<file path="src/rtl/prog_counter_gen2_pkg.sv">
// prog_counter_pkg: shared overflow-mode encodings for prog_counter_gen2.
//   MODE_WRAP    - roll over at the terminal value
//   MODE_SAT     - hold at the terminal value
//   MODE_ONESHOT - hold at the terminal value and raise sticky done
//   MODE_RSVD    - reserved encoding, behaves as wrap
package prog_counter_pkg;
   localparam logic [1:0] MODE_WRAP    = 2'b00;
   localparam logic [1:0] MODE_SAT     = 2'b01;
   localparam logic [1:0] MODE_ONESHOT = 2'b10;
   localparam logic [1:0] MODE_RSVD    = 2'b11;
endpackage

</file>
<file path="src/rtl/prog_counter_gen2_if.sv">
// prog_counter_gen2_if: control/status bundle of the programmable counter.
//   master : drives clk_in, enable, load, load_val, up_down, mode, prescale, limit;
//            observes count, tc, done, oe
//   slave  : the counter side of the same signals
interface prog_counter_gen2_if #(
   parameter int WIDTH      = 8,
   parameter int PRESCALE_W = 4
);
   logic                  clk_in;
   logic                  enable;
   logic                  load;
   logic                  up_down;
   logic [1:0]            mode;
   logic [PRESCALE_W-1:0] prescale;
   logic [WIDTH-1:0]      limit;
   logic [WIDTH-1:0]      load_val;
   logic [WIDTH-1:0]      count;
   logic                  tc;
   logic                  done;
   logic                  oe;

   modport master (
      output clk_in, enable, load, up_down, mode, prescale, limit, load_val,
      input  count, tc, done, oe
   );

   modport slave (
      input  clk_in, enable, load, up_down, mode, prescale, limit, load_val,
      output count, tc, done, oe
   );
endinterface

</file>
<file path="src/rtl/prog_counter_gen2_edge_sync.sv">
// edge_sync: multi-flop synchroniser for an asynchronous strobe plus a
// rising-edge detector in the clk domain.
//   clk      in  system clock
//   rst_n    in  synchronous active-low reset
//   async_in in  asynchronous strobe
//   edge_out out one-cycle pulse after a synchronised rising edge
module edge_sync #(
   parameter int SYNC_STAGES = 2
) (
   input  logic clk,
   input  logic rst_n,
   input  logic async_in,
   output logic edge_out
);
   logic [SYNC_STAGES-1:0] sync_q, sync_d;
   logic                   prev_q, prev_d;

   always_comb begin
      sync_d = {sync_q[SYNC_STAGES-2:0], async_in};
      prev_d = sync_q[SYNC_STAGES-1];
   end

   always_ff @(posedge clk) begin
      if (!rst_n) begin
         sync_q <= '0;
         prev_q <= 1'b0;
      end else begin
         sync_q <= sync_d;
         prev_q <= prev_d;
      end
   end

   // Combinational from the last stage so the step lands on the
   // (SYNC_STAGES+1)th clk edge after clk_in is first sampled high.
   assign edge_out = sync_q[SYNC_STAGES-1] & ~prev_q;
endmodule

</file>
<file path="src/rtl/prog_counter_gen2.sv">
// prog_counter_gen2: programmable up/down counter of external strobe edges
// with prescaler, wrap/saturate/one-shot overflow, terminal pulse and done.
//   clk   in   system clock
//   rst_n in   synchronous active-low reset
//   bus   slave modport: clk_in, enable, load, load_val, up_down, mode,
//         prescale, limit in; count, tc, done, oe out
module prog_counter_gen2
   import prog_counter_pkg::*;
#(
   parameter int WIDTH       = 8,
   parameter int SYNC_STAGES = 2,
   parameter int PRESCALE_W  = 4
) (
   input  logic                clk,
   input  logic                rst_n,
   prog_counter_gen2_if.slave  bus
);
   logic                  edge_det;
   logic [WIDTH-1:0]      count_q, count_d;
   logic [PRESCALE_W-1:0] pcnt_q, pcnt_d;
   logic                  tc_q, tc_d;
   logic                  done_q, done_d;
   logic                  wrap_m, oneshot, qual, step, at_end;
   logic [WIDTH-1:0]      term, step_val;

   edge_sync #(.SYNC_STAGES(SYNC_STAGES)) u_edge_sync (
      .clk      (clk),
      .rst_n    (rst_n),
      .async_in (bus.clk_in),
      .edge_out (edge_det)
   );

   always_comb begin
      wrap_m   = (bus.mode == MODE_WRAP) || (bus.mode == MODE_RSVD);
      oneshot  = bus.mode == MODE_ONESHOT;
      qual     = edge_det & bus.enable & ~bus.load;
      // A finished one-shot still advances the prescaler but never steps.
      step     = qual && (pcnt_q == bus.prescale) && !(oneshot && done_q);
      term     = bus.up_down ? bus.limit : '0;
      // Up-counting treats anything at or above limit as terminal, so a
      // count loaded above limit wraps straight to zero.
      at_end   = bus.up_down ? (count_q >= bus.limit) : (count_q == '0);
      step_val = at_end ? (wrap_m ? (bus.up_down ? '0 : bus.limit) : count_q)
                        : (bus.up_down ? count_q + 1'b1 : count_q - 1'b1);
      count_d  = count_q;
      pcnt_d   = pcnt_q;
      tc_d     = 1'b0;
      done_d   = done_q & oneshot;
      if (bus.load) begin
         count_d = bus.load_val;
         pcnt_d  = '0;
         done_d  = 1'b0;
      end else begin
         if (qual)
            pcnt_d = (pcnt_q == bus.prescale) ? '0 : pcnt_q + 1'b1;
         if (step) begin
            count_d = step_val;
            // Held saturation and wrap away from the terminal give no pulse.
            tc_d    = (step_val == term) && (step_val != count_q);
            if (oneshot && step_val == term)
               done_d = 1'b1;
         end
      end
   end

   always_ff @(posedge clk) begin
      if (!rst_n) begin
         count_q <= '0;
         pcnt_q  <= '0;
         tc_q    <= 1'b0;
         done_q  <= 1'b0;
      end else begin
         count_q <= count_d;
         pcnt_q  <= pcnt_d;
         tc_q    <= tc_d;
         done_q  <= done_d;
      end
   end

   assign bus.count = count_q;
   assign bus.tc    = tc_q;
   assign bus.done  = done_q;
   assign bus.oe    = bus.enable & ~bus.load;
endmodule

</file>
<file path="src/flat_wrapper.sv">
// flat-port wrapper written by rule: the top's interface ports become plain ports
module prog_counter_gen2_flat import prog_counter_pkg::*;
#(
   parameter int WIDTH       = 8,
   parameter int SYNC_STAGES = 2,
   parameter int PRESCALE_W  = 4
)
  (clk, rst_n, bus_clk_in, bus_enable, bus_load, bus_up_down, bus_mode, bus_prescale, bus_limit, bus_load_val, bus_count, bus_tc, bus_done, bus_oe);
  prog_counter_gen2_if #(.WIDTH(WIDTH), .PRESCALE_W(PRESCALE_W)) bus_i ();
  input  logic clk;
  input  logic rst_n;
  input wire logic [$bits(bus_i.clk_in)-1:0] bus_clk_in;
  input wire logic [$bits(bus_i.enable)-1:0] bus_enable;
  input wire logic [$bits(bus_i.load)-1:0] bus_load;
  input wire logic [$bits(bus_i.up_down)-1:0] bus_up_down;
  input wire logic [$bits(bus_i.mode)-1:0] bus_mode;
  input wire logic [$bits(bus_i.prescale)-1:0] bus_prescale;
  input wire logic [$bits(bus_i.limit)-1:0] bus_limit;
  input wire logic [$bits(bus_i.load_val)-1:0] bus_load_val;
  output wire logic [$bits(bus_i.count)-1:0] bus_count;
  output wire logic [$bits(bus_i.tc)-1:0] bus_tc;
  output wire logic [$bits(bus_i.done)-1:0] bus_done;
  output wire logic [$bits(bus_i.oe)-1:0] bus_oe;
  assign bus_i.clk_in = bus_clk_in;
  assign bus_i.enable = bus_enable;
  assign bus_i.load = bus_load;
  assign bus_i.up_down = bus_up_down;
  assign bus_i.mode = bus_mode;
  assign bus_i.prescale = bus_prescale;
  assign bus_i.limit = bus_limit;
  assign bus_i.load_val = bus_load_val;
  assign bus_count = bus_i.count;
  assign bus_tc = bus_i.tc;
  assign bus_done = bus_i.done;
  assign bus_oe = bus_i.oe;
  prog_counter_gen2 #(.WIDTH(WIDTH), .SYNC_STAGES(SYNC_STAGES), .PRESCALE_W(PRESCALE_W)) u_core (.clk(clk), .rst_n(rst_n), .bus(bus_i));
endmodule
</file>
<file path="config.mk">
export PLATFORM = sky130hd
export DESIGN_NAME = prog_counter_gen2_flat
export DESIGN_NICKNAME = d
export VERILOG_FILES = /design/src/rtl/prog_counter_gen2_pkg.sv /design/src/rtl/prog_counter_gen2_if.sv /design/src/rtl/prog_counter_gen2_edge_sync.sv /design/src/rtl/prog_counter_gen2.sv /design/src/flat_wrapper.sv
export SDC_FILE = /design/constraint.sdc
export NUM_CORES = 1
export LEC_CHECK = 0
export ABC_AREA = 1
export BUFFER_PORTS_ARGS = -buffer_cell sky130_fd_sc_hd__buf_2
export CAP_MARGIN = 40
export CORE_UTILIZATION = 60
export CTS_CLUSTER_DIAMETER = 150
export DETAILED_ROUTE_END_ITERATION = 12
export PLACE_DENSITY = 0.82
export SLEW_MARGIN = 20
export SYNTH_ARGS = -nofsm -noshare
export SYNTH_HDL_FRONTEND = slang
export SYNTH_HIERARCHICAL = 1
export SYNTH_SLANG_ARGS = --single-unit
</file>
<file path="constraint.sdc">
create_clock -name clk -period 6.8 [get_ports clk]
set_input_delay 2.04 -clock clk [delete_from_list [all_inputs] [get_ports clk]]
set_output_delay 2.04 -clock clk [all_outputs]
set_load 0.02 [all_outputs]
</file>
==> flow_summary_export.csv, run 1 <==
group,metric,value,unit
clocking,cts_setup_buffers,0,
grt,grt_pass1_vias,1661,
outcome,status,"finished, final reports clean",
worst_setup_path,r2r-start,"u_core/bus.count[0]$_SDFFE_PN0P_",
grt,gr-usage-all-layers,25.8,%
die,die_area,0.00343,mm^2
placed_design,place.gp.congestion,0.891,
synthesis,synth_most_common_cell,"nand2_1",
die,core-area,0.00305,mm^2
routing,dr_total_vias,1997,
synthesis,syn_area,0.00192,mm^2
sta,drv_slew,0,
worst_setup_path,cp_max_fo,11,
clocking,ctsRootBufferMaster,"clkbuf_4",
routing,wl_met3,250,um
die,core.rowCount,20,
sta,rsz0062_at_grt,"false",
power_and_ir_drop,p_comb_share,45.8,%
synthesis,synth_fp_nets,355,
power_and_ir_drop,switchingPower,0.000120,W
sta,worst_pin_slew,0.453,ns
synthesis,seq_area_frac_synth,17.7,%
synthesis,yosysTopAreaCell,"nand2_1",
worst_setup_path,cp-start-kind,"input pin",
grt,grt_first_pass_wirelength,7.02,mm
sta,hold_viol,0,
power_and_ir_drop,clkPwrFrac,17.9,%
synthesis,yosys_warnings,6,
worst_setup_path,cp.required,4.76,ns
power_and_ir_drop,p_leak,1.22,nW
die,ios,39,
clocking,cts_tree,"yes",
sta,fin_crit,4.56,ns
synthesis,synth_common_cells,"nand2_1 (100), inv_1 (46), nand3_1 (24), nor2_1 (18), dfxtp_1 (17)",
routing,drt-pass1-iter-count,4,
finish,final_nets,395,
grt,grt_max_degree,12,
grt,gr-total-overflow,0,
sta,setup_viol,0,
sta,slew_headroom,69.8,%
worst_setup_path,endpoint_kind,"output pin",
finish,fin_cells,393,
routing,antenna_left,0,
placed_design,dpl.hpwl,3.41,mm
placed_design,dp.cells,389,
clocking,clk_latency,0.29,ns
routing,wl,4.19,mm
routing,wl_per_cell,10.7,um
finish,areaGrowthSynthToFinish,13.1,%
run,maxCapViolCount,0,
clocking,hold_buffers,0,
clocking,cts-buffers-inserted,3,
placed_design,numPortBuffers,38,
finish,insertedDiodeCount,0,
min_path,min_to,"u_core/u_edge_sync/sync_q[1]$_SDFF_PN0_",
sta,finalCritPeriodShare,67.0,%
power_and_ir_drop,internal_power,0.000177,W
synthesis,synthTopCellsByArea,"nand2_1 (20%), dfxtp_1 (18%), ha_1 (10%)",
power_and_ir_drop,vdd_drop_max,0.141,mV
sta,setup_tns,0,ns
die,die_y,58.6,um
die,start_util,62.9,%
synthesis,async_flop_share,0,%
routing,drc,0,
clocking,cts_buffer_depth,2,
worst_setup_path,r2r_cells,18,
finish,drive_gt1_share,20.3,%
die,die_width,58.6,um
routing,wl_met1,2.05,mm
grt,antenna_found_initial,0,
synthesis,yosys_most_used_dff,"dfxtp_1",
synthesis,ys_ff_latch,17,
power_and_ir_drop,netSwitchingFraction,40.5,%
clocking,cts_max_level,1,
clocking,clk_pin_slew_worst_paths,0.09,ns
synthesis,syn_inst,310,
min_path,whs_path_depth,2,
worst_setup_path,crit-reg2reg-capture,"u_core/bus.done$_SDFF_PP0_",
worst_setup_path,r2r_slack,4.60,ns
synthesis,ys_types,32,
finish,final_util,71.1,%
routing,route.met2.wl,1.87,mm
routing,highest_layer,"met4",
clocking,cts_sinks,17,
clocking,cts_resized,0,
routing,post_drt_via_cell_ratio,5.08,
sta,max_freq,219,MHz
synthesis,avgSynthCellArea,6.19,um^2
power_and_ir_drop,power_density,137,mW/mm^2
min_path,hold_class,"reg -> reg",
worst_setup_path,worstPathArrival,2.52,ns
routing,drtIter0Drc,133,
synthesis,synth_top_area_share,19.6,%
power_and_ir_drop,pwr-share-seq,36.4,%
synthesis,synth_edf_count,0,
worst_setup_path,path_class,"in -> out",
min_path,worstHoldStart,"u_core/u_edge_sync/sync_q[0]$_SDFF_PN0_",
sta,clock_skew,0.00977,ns
finish,fill_cells,301,
## placed cells by master, fill, tap and decap left out, types with 2 or more instances in the layout
cell      count
nand2_1     100
inv_1        46
buf_2        38
nand3_1      24
nor2_1       18
dfxtp_1      17
ha_1         16
xor2_1       12
nand2_2      11
a31oi_1       8
nand3b_1      7
o22ai_1       7
nand4_1       6
inv_2         5
nor2_2        5
a21oi_1       5
clkbuf_4      3
xnor2_1       3
clkinv_1      2
a21oi_2       2
nor3_1        2
o21ai_0       2
## per-stage QoR
stage	hold WS, ns	instance area (um^2)	power (W)	setup WS, ns
2_1_floorplan	0.386	1920	0.000214	2.39
3_3_place_gp	0.389	2140	0.000243	2.25
3_5_place_dp	0.399	2140	0.000245	2.24
4_1_cts	0.416	2170	0.000297	2.24
5_1_grt	0.425	2170	0.000322	2.19
6_report	0.416	2170	0.000297	2.24
## cells by family after synthesis
kind of cell | count (synthesis) | synth area share, %
AOI/OAI and AO/OA | 26 | 8.87
DFF | 17 | 17.7
and+or+nand+nor | 178 | 43.4
buffers and inverters | 57 | 11.7
adders and majority gates | 17 | 11.5
xor gates and xnor gates | 15 | 6.85
## area by class of cell
class | count | area (um^2) | area share [%]
clock buffer | 4 | 26.3 | 1.21
inverter | 54 | 205 | 9.45
multi-input combinational | 236 | 1350 | 62.4
sequential | 17 | 340 | 15.7
tap | 44 | 55.1 | 2.54
timing repair buffer | 38 | 190 | 8.76
## how the worst max path moves through the flow
stage | slack, ns | startpoint | endpoint
global route | 2.19 | bus_load | bus_oe
finish | 2.24 | bus_load | bus_oe
detailed placement | 2.24 | bus_load | bus_oe
CTS | 2.24 | bus_load | bus_oe
global placement | 2.25 | bus_load | bus_oe
floorplan | 2.39 | bus_enable | bus_oe
## flip-flops by register name, summed over array words and instances, names as in the netlist
name,count
u_core/bus.tc,1
u_core/pcnt_q,4
u_core/bus.count,8
u_core/u_edge_sync/sync_q,2
u_core/u_edge_sync/prev_q,1
u_core/bus.done,1
## critical path: stages
cell    delay (ns)
buf_2         0.16
nor2_1        0.14
buf_2         0.17
## metal layers
metal  global-route usage [%]  vias up
li1                         -     1069
met5                        0        -
met3                     5.05        2
met2                     42.9       68
met4                     2.72        0
met1                     36.0      858
## power by group through the flow
stage | Sequential, W | Combinational, W | Clock (W)
2_1_floorplan | 0.000112 | 0.000102 | 0
4_1_cts | 0.000108 | 0.000135 | 0.0000537
6_report | 0.000108 | 0.000136 | 0.0000531
3_3_place_gp | 0.000110 | 0.000133 | 0
5_1_grt | 0.000108 | 0.000155 | 0.0000594
3_5_place_dp | 0.000110 | 0.000134 | 0
(Power assumes the default switching activity.)
==> run 2, diff against run 1 <==
--- a/config.mk
+++ b/config.mk
@@ -5,13 +5,13 @@
 export SDC_FILE = /design/constraint.sdc
 export NUM_CORES = 1
 export LEC_CHECK = 0
-export ABC_AREA = 1
+export ABC_AREA = 0
 export BUFFER_PORTS_ARGS = -buffer_cell sky130_fd_sc_hd__buf_2
 export CAP_MARGIN = 40
-export CORE_UTILIZATION = 60
+export CORE_UTILIZATION = 52
 export CTS_CLUSTER_DIAMETER = 150
 export DETAILED_ROUTE_END_ITERATION = 12
-export PLACE_DENSITY = 0.82
+export PLACE_DENSITY = 0.74
 export SLEW_MARGIN = 20
 export SYNTH_ARGS = -nofsm -noshare
 export SYNTH_HDL_FRONTEND = slang
==> constraint.sdc (replaced) <==
create_clock -name clk -period 3.85 [get_ports clk]
set_input_delay 1.155 -clock clk [delete_from_list [all_inputs] [get_ports clk]]
set_output_delay 1.155 -clock clk [all_outputs]
set_load 0.02 [all_outputs]
==> run 2 against run 1 <==
  * Synthesized cell count is 8.1% lower
  * Sequential share of layout area is 2.1 points lower
  * Setup slack worse by 1.8 ns
  * Critical path depth is 8 higher
  * Clock-buffer cell count is 1 lower
  * Final cell count is 4.8% lower
  * Global-route usage is 3.2 points higher
  * Non-clock buffer count is 9 higher
  * Synthesized area is 15% higher
==> flow_summary_export.csv, run 2 <==
group,metric,value,unit
placed_design,numPortBuffers,38,
synthesis,synth_most_common_cell,"nor2_1",
synthesis,syn_area,0.00221,mm^2
synthesis,synthMuxAreaShare,2.83,%
die,start_util,54.8,%
worst_setup_path,endpoint,"u_core/bus.tc$_SDFF_PP0_",
synthesis,synth_adder_area_share,9.97,%
clocking,hold_buffers,0,
die,core.rowCount,23,
clocking,cts_sinks,17,
sta,max_freq,291,MHz
synthesis,ys_types,67,
sta,setup_tns,0,ns
power_and_ir_drop,power_density,252,mW/mm^2
worst_setup_path,cp-start-kind,"input pin",
synthesis,yosysTopAreaCell,"dfxtp_1",
synthesis,synth_top_area_share,15.4,%
synthesis,syn_inst,285,
synthesis,synth_common_cells,"nor2_1 (26), nand2_1 (20), o21ai_0 (18), dfxtp_1 (17)",
synthesis,synth_compound_area_share,32.3,%
placed_design,place.gp.congestion,0.930,
finish,largest_reg_flops,8,
die,die_y,67.2,um
clocking,cts_buffer_depth,2,
outcome,status,"finished, final reports clean",
clocking,cts_resized,0,
worst_setup_path,path_class,"in -> reg",
placed_design,dpl.hpwl,4.93,mm
routing,antenna_left,0,
die,die_area,0.00451,mm^2
finish,multi_input_area,0.00174,mm^2
finish,areaGrowthSynthToFinish,13.8,%
sta,clock_skew,0.00371,ns
power_and_ir_drop,total_power,0.000634,W
routing,post_drt_via_cell_ratio,6.15,
routing,dr_total_vias,2301,
placed_design,dp.cells,370,
worst_setup_path,r2r_cells,10,
worst_setup_path,startpoint,"bus_limit[3]",
sta,finalCritPeriodShare,89.1,%
clocking,clk_latency,0.25,ns
placed_design,placed_area,0.00246,mm^2
synthesis,synthTopCellsByArea,"dfxtp_1 (15%), ha_1 (9.1%), xor2_1 (4.8%)",
worst_setup_path,cp_max_fo,7,
clocking,cts_max_level,1,
sta,slew_headroom,68.0,%
power_and_ir_drop,p_leak,1.05,nW
sta,setup_viol,0,
sta,drv_slew,0,
finish,fill_cells,392,
routing,drc,0,
clocking,cts_setup_buffers,0,
finish,mostFrequentLayoutCell,"buf_2",
routing,drtIter0Drc,152,
synthesis,synth_top_family_by_area,"compound AO/OA/AOI/OAI gates",
synthesis,ys_ff_latch,17,
grt,gr-usage-all-layers,29.0,%
clocking,ctsRootBufferMaster,"clkbuf_8",
run,maxCapViolCount,0,
routing,drt-pass1-iter-count,4,
finish,post-route-cell-area,0.00251,mm^2
synthesis,yosys_warnings,6,
grt,grt_pass1_vias,2079,
min_path,hold_class,"reg -> reg",
die,core-area,0.00403,mm^2
synthesis,seq_area_frac_synth,15.4,%
routing,wl,6.20,mm
sta,worst_pin_slew,0.478,ns
grt,grt_first_pass_wirelength,9.98,mm
finish,insertedDiodeCount,0,
finish,layout_common_cells,"buf_2 (38), nor2_1 (26), nand2_1 (20)",
worst_setup_path,worstPathArrival,3.60,ns
synthesis,yosys_most_used_dff,"dfxtp_1",
finish,drive_gt1_share,22.2,%
worst_setup_path,crit-reg2reg-capture,"u_core/bus.done$_SDFF_PP0_",
worst_setup_path,endpoint_kind,"register",
synthesis,avgSynthCellArea,7.75,um^2
sta,rsz0062_at_grt,"false",
grt,antenna_found_initial,0,
worst_setup_path,r2r_slack,1.05,ns
clocking,cts_tree,"yes",
die,ios,39,
synthesis,synth-xor-area-share,7.93,%
grt,gr-total-overflow,0,
routing,wl_per_cell,16.6,um
synthesis,async_flop_share,0,%
synthesis,synth-simple-area-share,25.8,%
worst_setup_path,cp.required,4.02,ns
synthesis,synth_fp_nets,330,
die,die_width,67.2,um
sta,fin_crit,3.43,ns
finish,regArea,340,um^2
worst_setup_path,r2r-start,"u_core/bus.count[1]$_SDFFE_PN0P_",
sta,hold_viol,0,
synthesis,synth_edf_count,0,
finish,final_nets,370,
clocking,cts-buffers-inserted,3,
power_and_ir_drop,vdd_drop_max,0.252,mV
finish,fin_cells,374,
grt,grt_max_degree,25,
clocking,clk_pin_slew_worst_paths,0.07,ns
run 2: worst min path at each step:
stage,start,slack [ns],endpoint,cells after the start
6_report,u_core/u_edge_sync/sync_q[0]$_SDFF_PN0_,0.43,u_core/u_edge_sync/sync_q[1]$_SDFF_PN0_,1
4_1_cts,u_core/u_edge_sync/sync_q[0]$_SDFF_PN0_,0.43,u_core/u_edge_sync/sync_q[1]$_SDFF_PN0_,1
5_1_grt,u_core/u_edge_sync/sync_q[0]$_SDFF_PN0_,0.47,u_core/u_edge_sync/sync_q[1]$_SDFF_PN0_,1
2_1_floorplan,u_core/u_edge_sync/sync_q[0]$_SDFF_PN0_,0.41,u_core/u_edge_sync/sync_q[1]$_SDFF_PN0_,1
3_3_place_gp,u_core/u_edge_sync/sync_q[0]$_SDFF_PN0_,0.41,u_core/u_edge_sync/sync_q[1]$_SDFF_PN0_,1
3_5_place_dp,u_core/u_edge_sync/sync_q[0]$_SDFF_PN0_,0.42,u_core/u_edge_sync/sync_q[1]$_SDFF_PN0_,1
run 2: cell families after synthesis:
logic type / count (synthesis)
and+or+nand+nor: 101
AOI/OAI and AO/OA: 96
buffers and inverters: 29
xor gates and xnor gates: 20
adders and majority gates: 17
DFF: 17
muxes: 5
run 2: final cells by class:
| class | count | area share, % |
|---|---|---|
| clock inverter | 1 | 0.299 |
| sequential | 17 | 13.5 |
| timing repair buffer | 47 | 10.3 |
| multi-input combinational | 239 | 69.2 |
| tap | 50 | 2.49 |
| inverter | 17 | 2.54 |
| clock buffer | 3 | 1.64 |
run 2: worst max-delay path: stages:
cell and delay [ns]:
buf_2 0.16, inv_1 0.08, ha_1 0.26, or4_1 0.51, a21oi_1 0.16, a211oi_2 0.10, o21a_1 0.21, mux2i_1 0.17
a2111oi_4 0.41, nand3b_1 0.15, nor4_2 0.24
run 2: routing by layer:
layer	track usage [%]	up-vias	share of wire (%)
met5	0	-	0
met1	40.8	1081	47
li1	-	1137	-
met2	46.9	75	47
met4	5.59	0	1.6
met3	4.22	8	4.9
run 2: power by group:
part / switching (W) / internal (W)
clock: 0.0000677 / 0.0000729
sequential: 0.0000115 / 0.000182
combinational: 0.000177 / 0.000123
run 2: metrics by stage:
| stage | hold WS, ns | setup slack (ns) | utilization (%) |
|---|---|---|---|
| CTS | 0.433 | 0.441 | 62.4 |
| global route | 0.468 | 0.206 | 62.4 |
| global placement | 0.412 | 0.198 | 61.2 |
| floorplan | 0.406 | 0.320 | - |
| detailed placement | 0.416 | 0.171 | 61.2 |
| finish | 0.433 | 0.419 | 62.4 |
==> run 3, diff against run 2 <==
--- a/config.mk
+++ b/config.mk
@@ -6,12 +6,13 @@
 export NUM_CORES = 1
 export LEC_CHECK = 0
 export ABC_AREA = 0
-export BUFFER_PORTS_ARGS = -buffer_cell sky130_fd_sc_hd__buf_2
-export CAP_MARGIN = 40
-export CORE_UTILIZATION = 52
+export CAP_MARGIN = 25
+export CORE_MARGIN = 2
+export CORE_UTILIZATION = 58
 export CTS_CLUSTER_DIAMETER = 150
 export DETAILED_ROUTE_END_ITERATION = 12
-export PLACE_DENSITY = 0.74
+export DONT_BUFFER_PORTS = 1
+export PLACE_DENSITY = 0.72
 export SLEW_MARGIN = 20
 export SYNTH_ARGS = -nofsm -noshare
 export SYNTH_HDL_FRONTEND = slang
==> run 3 against run 2 <==
  * Sequential power about the same
  * Maximum frequency increased by 6.2%
  * Clock skew increased by 0.00097 ns
  * Total power decreased by 6.3%
  * Clock-buffer cell count increased by 1
==> flow_summary_export.csv, run 3 (synthesized netlist as in run 2, its figures left out) <==
group,metric,value,unit
power_and_ir_drop,internal_power,0.000364,W
clocking,ctsRootBufferMaster,"clkbuf_8",
sta,rsz0062_at_grt,"false",
grt,grt_max_degree,27,
finish,layout_common_cells,"nor2_1 (26), nand2_1 (20), o21ai_0 (18)",
worst_setup_path,worstPathArrival,3.41,ns
clocking,cts_sinks,17,
finish,fin_cells,334,
sta,worst_pin_slew,0.590,ns
power_and_ir_drop,power_density,256,mW/mm^2
worst_setup_path,r2r_slack,0.86,ns
clocking,cts_buffer_depth,2,
grt,grt_pass1_vias,2040,
sta,setup_tns,0,ns
clocking,cts_setup_buffers,0,
die,start_util,60.4,%
sta,setup_viol,0,
clocking,cts_tree,"yes",
placed_design,place_ws,0.385,ns
finish,drive_gt1_share,11.5,%
sta,fin_crit,3.23,ns
die,die_width,65.7,um
placed_design,place.gp.congestion,0.957,
placed_design,numPortBuffers,0,
finish,largest_reg_flops,8,
grt,gr-usage-all-layers,29.0,%
routing,drt-pass1-iter-count,4,
worst_setup_path,cp.required,4.02,ns
routing,post_drt_via_cell_ratio,6.51,
sta,setup_ws,0.619,ns
run,maxCapViolCount,0,
worst_setup_path,crit_family,"compound AO/OA/AOI/OAI gates",
sta,finalCritPeriodShare,83.9,%
clocking,clk_latency,0.26,ns
routing,wl,5.93,mm
routing,wl_per_cell,17.7,um
routing,dr_total_vias,2176,
power_and_ir_drop,p_leak,0.885,nW
die,die_area,0.00432,mm^2
worst_setup_path,path_class,"in -> reg",
worst_setup_path,cp-start-kind,"input pin",
power_and_ir_drop,pwr-share-seq,32.8,%
clocking,cts_resized,0,
grt,gr-total-overflow,0,
worst_setup_path,path_buf_inv,1,
worst_setup_path,cp_max_fo,5,
min_path,hold_class,"reg -> reg",
min_path,worstHoldStart,"u_core/u_edge_sync/sync_q[0]$_SDFF_PN0_",
sta,hold_viol,0,
clocking,cts_max_level,1,
worst_setup_path,crit_slowest_cell,"or4_1",
routing,antenna_left,0,
routing,drtIter0Drc,182,
power_and_ir_drop,vdd_drop_max,0.195,mV
placed_design,dp.cells,330,
routing,drc,0,
sta,clock_skew,0.00467,ns
grt,antenna_found_initial,0,
clocking,cts-buffers-inserted,3,
power_and_ir_drop,switchingPower,0.000230,W
outcome,status,"finished, final reports clean",
finish,mostFrequentLayoutCell,"nor2_1",
worst_setup_path,slowest_delay,0.52,ns
power_and_ir_drop,p_comb_share,45.0,%
sta,max_freq,309,MHz
worst_setup_path,r2r-start,"u_core/bus.count[0]$_SDFFE_PN0P_",
sta,drv_slew,0,
worst_setup_path,path_cells,"inv_1, ha_1, or4_1, a21oi_1, a211oi_2, o21a_1, mux2i_1, a2111oi_4, nand3b_1, nor4_2",
finish,areaGrowthSynthToFinish,4.87,%
die,core-area,0.00366,mm^2
die,core.rowCount,22,
finish,insertedDiodeCount,0,
power_and_ir_drop,netSwitchingFraction,38.6,%
worst_setup_path,endpoint_kind,"register",
die,ios,39,
worst_setup_path,startpoint,"bus_limit[2]",
clocking,hold_buffers,0,
clocking,clk_pin_slew_worst_paths,0.06,ns
grt,grt_first_pass_wirelength,9.74,mm
sta,slew_headroom,60.6,%
finish,final_nets,332,
die,die_y,65.7,um
placed_design,dpl.hpwl,4.65,mm
power_and_ir_drop,clkPwrFrac,22.2,%
==> run 3: cell count changes in the layout (fill, tap and decap cells not counted), sizes merged <==
cell,before,now
clkinvlp,1,0
buf,47,9
clkbuf,3,4
==> run 3: path summary, 6_finish.rpt <==
| path | cells after the start | to |
|---|---|---|
| setup reg to reg | 11 | u_core/bus.tc$_SDFF_PP0_ |
| setup / recovery | 10 | u_core/bus.tc$_SDFF_PP0_ |
| hold / removal | 1 | u_core/u_edge_sync/sync_q[1]$_SDFF_PN0_ |
| hold reg to reg | 1 | u_core/u_edge_sync/sync_q[1]$_SDFF_PN0_ |
==> run 3: routing by layer <==
layer	vias up	wire [um]	part of all wire, %	global-route usage (%)
met4	0	189	3.2	10.9
li1	1061	-	-	-
met3	15	424	7.2	3.94
met5	-	0	0	0
met2	84	2690	45	45.5
met1	1016	2630	44	40.1
==> run 3: area by class of cell <==
class                      count  area, um^2
tap                           48        60.1
sequential                    17         340
fill                         341        1340
inverter                      17        63.8
clock buffer                   4        45.0
timing repair buffer           9        67.6
multi-input combinational    239        1740
==> run 3: worst reg2reg max path: stages, from the launching register on <==
cell       delay (ns)
dfxtp_1          0.30
buf_4            0.22
inv_1            0.16
ha_1             0.29
nand2b_1         0.17
a2111oi_2        0.48
o21a_1           0.40
o21ai_0          0.18
o311ai_0         0.17
o31ai_1          0.14
and4_1           0.21
nor4_2           0.19
==> run 3: power by group through the flow <==
stage | sequential [W] | combinational [W] | clock (W)
2_1_floorplan | 0.000200 | 0.000213 | 0
3_3_place_gp | 0.000199 | 0.000259 | 0
3_5_place_dp | 0.000199 | 0.000262 | 0
4_1_cts | 0.000195 | 0.000263 | 0.000136
5_1_grt | 0.000196 | 0.000292 | 0.000144
6_report | 0.000195 | 0.000267 | 0.000132
==> run 3: metrics by stage <==
stage               cell area, um^2  hold slack (ns)  power (W)  util [%]
global route                   2320            0.439   0.000632      63.3
floorplan                      2210            0.406   0.000412         -
detailed placement             2270            0.413   0.000460      62.1
CTS                            2320            0.431   0.000594      63.3
finish                         2320            0.427   0.000594      63.3
global placement               2270            0.415   0.000458      62.1
